**src/rtl/seq_shifter_if.sv**
```systemverilog
// Handshake and data bundle between the ALU shift path and seq_shifter.
interface seq_shifter_if #(
    parameter int WIDTH   = 32,
    parameter int SHAMT_W = 5
) ();
    logic               start;
    logic [1:0]         op;
    logic [SHAMT_W-1:0] shamt;
    logic [WIDTH-1:0]   data_in;
    logic               busy;
    logic               done;
    logic [WIDTH-1:0]   result;

    // Requester side: issues operations and observes status/result.
    modport master (
        output start, op, shamt, data_in,
        input  busy, done, result
    );

    // Shifter side.
    modport slave (
        input  start, op, shamt, data_in,
        output busy, done, result
    );
endinterface

```
**src/rtl/seq_shifter.sv**
```systemverilog
// Multi-cycle barrel-shifter replacement: moves the operand one bit position
// per clock in SLL/SRL/SRA/ROTR mode under a start/busy/done handshake.
module seq_shifter #(
    parameter int WIDTH   = 32,
    parameter int SHAMT_W = 5
) (
    input  logic         clk,
    input  logic         reset_n,
    seq_shifter_if.slave bus
);

    localparam logic [1:0] OP_SLL  = 2'b00;
    localparam logic [1:0] OP_SRL  = 2'b01;
    localparam logic [1:0] OP_SRA  = 2'b10;
    localparam logic [1:0] OP_ROTR = 2'b11;

    typedef enum logic [1:0] {
        IDLE  = 2'b00,
        SHIFT = 2'b01,
        DONE  = 2'b10
    } state_t;

    state_t             state_q, state_d;
    logic [WIDTH-1:0]   work_q, work_d;
    logic [SHAMT_W-1:0] count_q, count_d;
    logic [1:0]         op_q, op_d;

    // Single-position shift of the working register; shamt >= WIDTH needs no
    // special case because repeated steps saturate (SLL/SRL/SRA) or wrap (ROTR).
    function automatic logic [WIDTH-1:0] shift_step(input logic [WIDTH-1:0] w,
                                                    input logic [1:0]       mode);
        logic [WIDTH-1:0] r;
        case (mode)
            OP_SLL:  r = {w[WIDTH-2:0], 1'b0};
            OP_SRL:  r = {1'b0, w[WIDTH-1:1]};
            OP_SRA:  r = {w[WIDTH-1], w[WIDTH-1:1]};
            OP_ROTR: r = {w[0], w[WIDTH-1:1]};
            default: r = w;
        endcase
        return r;
    endfunction

    // State, operand, counter and latched mode registers; reset clears all.
    always_ff @(posedge clk or negedge reset_n) begin
        if (!reset_n) begin
            state_q <= IDLE;
            work_q  <= '0;
            count_q <= '0;
            op_q    <= OP_SLL;
        end else begin
            state_q <= state_d;
            work_q  <= work_d;
            count_q <= count_d;
            op_q    <= op_d;
        end
    end

    // Next-state logic: accept start only outside SHIFT, step once per cycle.
    always_comb begin
        state_d = state_q;
        work_d  = work_q;
        count_d = count_q;
        op_d    = op_q;
        case (state_q)
            IDLE, DONE: begin
                if (bus.start) begin
                    op_d    = bus.op;
                    work_d  = bus.data_in;
                    count_d = bus.shamt;
                    state_d = (bus.shamt == '0) ? DONE : SHIFT;
                end else begin
                    state_d = IDLE;
                end
            end
            SHIFT: begin
                work_d  = shift_step(work_q, op_q);
                count_d = count_q - 1'b1;
                if (count_q == SHAMT_W'(1)) begin
                    state_d = DONE;
                end
            end
            default: state_d = IDLE;
        endcase
    end

    assign bus.busy   = (state_q == SHIFT);
    assign bus.done   = (state_q == DONE);
    assign bus.result = work_q;

endmodule

```
**src/flat_wrapper.sv**
```systemverilog
// flat-port wrapper written by rule: the top's interface ports become plain ports
module seq_shifter_flat 
#(
    parameter int WIDTH   = 32,
    parameter int SHAMT_W = 5
)
  (clk, reset_n, bus_start, bus_op, bus_shamt, bus_data_in, bus_busy, bus_done, bus_result);
  seq_shifter_if #(.WIDTH(WIDTH), .SHAMT_W(SHAMT_W)) bus_i ();
  input  logic clk;
  input  logic reset_n;
  input wire logic [$bits(bus_i.start)-1:0] bus_start;
  input wire logic [$bits(bus_i.op)-1:0] bus_op;
  input wire logic [$bits(bus_i.shamt)-1:0] bus_shamt;
  input wire logic [$bits(bus_i.data_in)-1:0] bus_data_in;
  output wire logic [$bits(bus_i.busy)-1:0] bus_busy;
  output wire logic [$bits(bus_i.done)-1:0] bus_done;
  output wire logic [$bits(bus_i.result)-1:0] bus_result;
  assign bus_i.start = bus_start;
  assign bus_i.op = bus_op;
  assign bus_i.shamt = bus_shamt;
  assign bus_i.data_in = bus_data_in;
  assign bus_busy = bus_i.busy;
  assign bus_done = bus_i.done;
  assign bus_result = bus_i.result;
  seq_shifter #(.WIDTH(WIDTH), .SHAMT_W(SHAMT_W)) u_core (.clk(clk), .reset_n(reset_n), .bus(bus_i));
endmodule
```
**config.mk**
```make
export PLATFORM = sky130hd
export DESIGN_NAME = seq_shifter_flat
export DESIGN_NICKNAME = d
export VERILOG_FILES = /design/src/rtl/seq_shifter_if.sv /design/src/rtl/seq_shifter.sv /design/src/flat_wrapper.sv
export SDC_FILE = /design/constraint.sdc
export NUM_CORES = 1
export LEC_CHECK = 0
export CAP_MARGIN = 5
export CORE_MARGIN = 1.5
export CORE_UTILIZATION = 48
export CTS_BUF_LIST = sky130_fd_sc_hd__clkbuf_4 sky130_fd_sc_hd__clkbuf_8
export CTS_CLUSTER_SIZE = 16
export DETAILED_ROUTE_END_ITERATION = 10
export PLACE_DENSITY = 0.85
export SETUP_SLACK_MARGIN = 0.15
export SLEW_MARGIN = 20
export SYNTH_ARGS = -nofsm -noshare
export SYNTH_HDL_FRONTEND = slang
export SYNTH_SLANG_ARGS = --single-unit
```
**constraint.sdc**
```tcl
create_clock -name clk -period 1.5 [get_ports clk]
set_clock_uncertainty 0.1 [all_clocks]
set_input_delay 0.3 -clock clk [delete_from_list [all_inputs] [get_ports clk]]
set_output_delay 0.3 -clock clk [all_outputs]
set_load 0.005 [all_outputs]
```
==> key figures <==
Placed design
  – Final HPWL DP: 4.38 mm
  – # port buffers: 75
  – Setup slack at placement: -0.294 ns
  – Placer Congestion: 0.821

Synthesis
  – Distinct cells, synth: 33
  – Avg Synthesized Cell Area: 7.82 sq um
  – Register area share after synthesis: 44.3%
  – Top cell type's share of synthesized area: 44.3%
  – Synth area leader: dfrtp_1
  – Mapped Area: 2310 sq um
  – Yosys warnings: 0
  – Flops & latches, synth: 41
  – Ranking of synthesized cells by area: dfrtp_1 44%, nand2_1 21%, a31oi_1 8.4%, and3_1 8.1%, buf_2 2.2%
  – Syn Inst Count: 296
  – Syn_nets: 340

Floorplanning
  – Placement Rows: 25
  – Initial core utilization: 49.3%
  – Die area: 5250 sq um
  – Die H: 72.4 um
  – Die X: 72.4 um
  – Core Region: 4690 sq um
  – Ports: 76

STA
  – Hold Vio Cnt, Final: 0
  – Worst-margin pin slew: 0.311 ns
  – Worst relative slew slack: 79.3%
  – Unrepaired setup endpoints after global routing: true
  – Period utilisation layout: 108%
  – Setup violators final: 34
  – F_max: 616 MHz
  – Tmin final: 1.62 ns
  – Worst Slack Setup Final: -0.124 ns
  – Final number of max-transition violations: 0
  – Setup Total Neg Slack: -1.34 ns

Global routing
  – Grt ovf: 0
  – Pin count of the biggest net entering global routing: 42
  – First-pass GRT wire length: 11.3 mm
  – GRT Max-Usage Layer: met2
  – M1 GR Usage: 35.4%
  – GR Util met3: 6.39%
  – Vias in the first global route: 2,424
  – Met2 Resource Use GR: 46.5%
  – Antenna violations before repair: 0
  – GRT Total Usage: 27.6%

Power
  – PwrDens: 2380 nW/um^2
  – Leakage power: 1.97 nW
  – Total power: 0.00966 W
  – Max VDD drop: 1550 uV

Setup path
  – Crit start category: register
  – Ordered cell list for the critical path: buf_6 > buf_6 > nor2b_4 > buf_6 > buf_12 > nand2_1 > a31oi_1
  – Critical Path Most Common Cell: buf_6
  – CP Capture Type: register
  – Crit path kind: reg -> reg
  – Worst-path maximum fanout: 6
  – Critical-path top delay cell: dfrtp_1
  – Largest stage delay on the critical path: 0.40 ns
  – Worst Path Arrival: 1.75 ns
  – WP data required: 1.62 ns

Status
  – Status: finished, violations left
  – Failing checks: negative setup slack

Flow run
  – Max-cap violations: 0

Drt
  – Via count: 2,997
  – Vias/cell: 6.23
  – DR WL/cell: 20.3 um
  – Drt first pass iters: 8
  – DRT iter0 DRCs: 494
  – DRC violations left: 0
  – Post-DRT Antenna Nets: 0
  – Final wirelength: 9.78 mm

Final layout
  – FF/Latch Area: 1030 sq um
  – Diode count: 0
  – Area of the multi-input gates: 1370 sq um
  – Nets: 471
  – Layout cells sized above 1: 29.5%
  – Synth-to-layout area growth: 75.6%
  – Fillers: 233

Worst hold path
  – Path type of the worst min-delay path: in -> reg

CTS
  – H-tree Lvls: 2
  – Clock Latency Late Sink: 0.31 ns
  – Clock slew at reported path FFs: 0.09 ns
  – Root buffer cell: clkbuf_8
  – Num CTS Buffers: 5
  – Deepest clock path buffer count: 2
  – Clock sinks: 41
  – TritonCTS clock tree: yes
==> flip-flops by register name (all words and copies together) (netlist names) <==
signal             flops
u_core.state_q         2
u_core.op_q            2
u_core.count_q         5
u_core.bus.result     32
==> path summary, 6_finish.rpt <==
check,to,cells after the start,slack [ns],from
max in group asynchronous,u_core.op_q[0]$_DFFE_PN0P_,3,0.69,reset_n
min reg2reg,u_core.bus.result[31]$_DFFE_PN0P_,1,0.49,u_core.op_q[1]$_DFFE_PN0P_
min in group asynchronous,u_core.bus.result[8]$_DFFE_PN0P_,3,0.38,reset_n
max reg2reg,u_core.bus.result[16]$_DFFE_PN0P_,7,-0.12,u_core.state_q[0]$_DFFE_PN0P_
min,u_core.count_q[2]$_DFFE_PN0P_,3,0.21,bus_shamt[2]
max,u_core.bus.result[16]$_DFFE_PN0P_,7,-0.12,u_core.state_q[0]$_DFFE_PN0P_
==> kinds of logic (layout without fill, tap and decap cells) <==
logic type / after synthesis / in the layout / share of synthesized area, %
compound gates: 45 / 45 / 12.6
fa+ha+maj: 2 / 2 / 1.08
buf+inv: 26 / 157 / 7.35
flops: 41 / 41 / 44.3
mux: 1 / 1 / 0.432
simple gates: 181 / 181 / 34.2
==> final cells by class <==
cell class,instances,area share (%)
Multi-Input combinational cell,229,33.8
Clock buffer,6,2.03
Inverter,3,0.339
Sequential cell,41,25.2
Tap cell,54,1.66
Timing Repair Buffer,147,36.8
Clock inverter,1,0.185
==> metrics by stage <==
step | hold slack, ns | utilization [%] | instance area, sq um | std cells
2_1_floorplan | -0.0956 | - | 2310 | 296
3_3_place_gp | 0.189 | 67.5 | 3170 | 420
3_5_place_dp | 0.190 | 67.5 | 3170 | 420
4_1_cts | 0.275 | 76.0 | 3570 | 461
5_1_grt | 0.224 | 86.6 | 4070 | 481
6_report | 0.211 | 86.6 | 4070 | 481
==> critical path: cells and delay by family, from the launching register on <==
kind	cells	cell delay (ns)
simple gates	2	0.26
buf+inv	4	0.55
compound gates	1	0.22
flops	1	0.40
==> timing repair <==
action                                  in CTS  in global routing
cloned                                       1                  6
hold endpoints to repair                    41                  0
buffers inserted                            32                 14
resized for setup                           75                 77
pin swaps                                    9                 36
hold buffers                                 1                  0
endpoints found under the setup margin      73                 66
==> report_power, final <==
part / total [W] / leakage [nW] / switching (W) / internal (W)
Sequential: 0.00222 / 0.477 / 0.000512 / 0.00170
Combinational: 0.00664 / 1.45 / 0.00318 / 0.00346
Clock: 0.000797 / 0.0433 / 0.000433 / 0.000365
==> cell usage in the layout, fill, tap and decap left out, types with 2 or more instances in the layout <==
cell / count
nand3_1: 3
nand2_4: 9
a31oi_4: 3
clkbuf_8: 6
dlygate4sd2_1: 2
inv_1: 2
buf_4: 48
nand2_1: 116
nor2_1: 4
dfrtp_1: 41
clkdlybuf4s15_1: 28
buf_2: 2
clkbuf_16: 5
and3_1: 22
clkdlybuf4s50_1: 37
a31oi_1: 28
a221o_1: 2
clkbuf_2: 5
and3_4: 8
buf_6: 9
or4_4: 2
o21ai_1: 4
ha_1: 2
nand2b_4: 2
nand2_2: 7
buf_12: 7
==> synthesized netlist by cell type, drive strengths merged <==
cell and count:
and3 30, buf 19, nor2b 2, clkbuf 4, o31ai 1, nand2b 2
a21o 1, nor4b 1, a21oi 1, a221o 2, dfrtp 41, mux2i 1
o21ai 5, o211ai 1, o211a 1, or4 2, nand2 132, o311ai 1
nor3 1, ha 2, inv 3, nor2 6, o21bai 1, or2 1
a31oi 31, nand3 4
==> metal layers <==
metal / up-vias / part of all wire, %
li1: 1264 / -
met1: 1412 / 34
met2: 268 / 52
met3: 53 / 10
met4: 0 / 4.5
met5: - / 0
(Power assumes the default switching activity.)
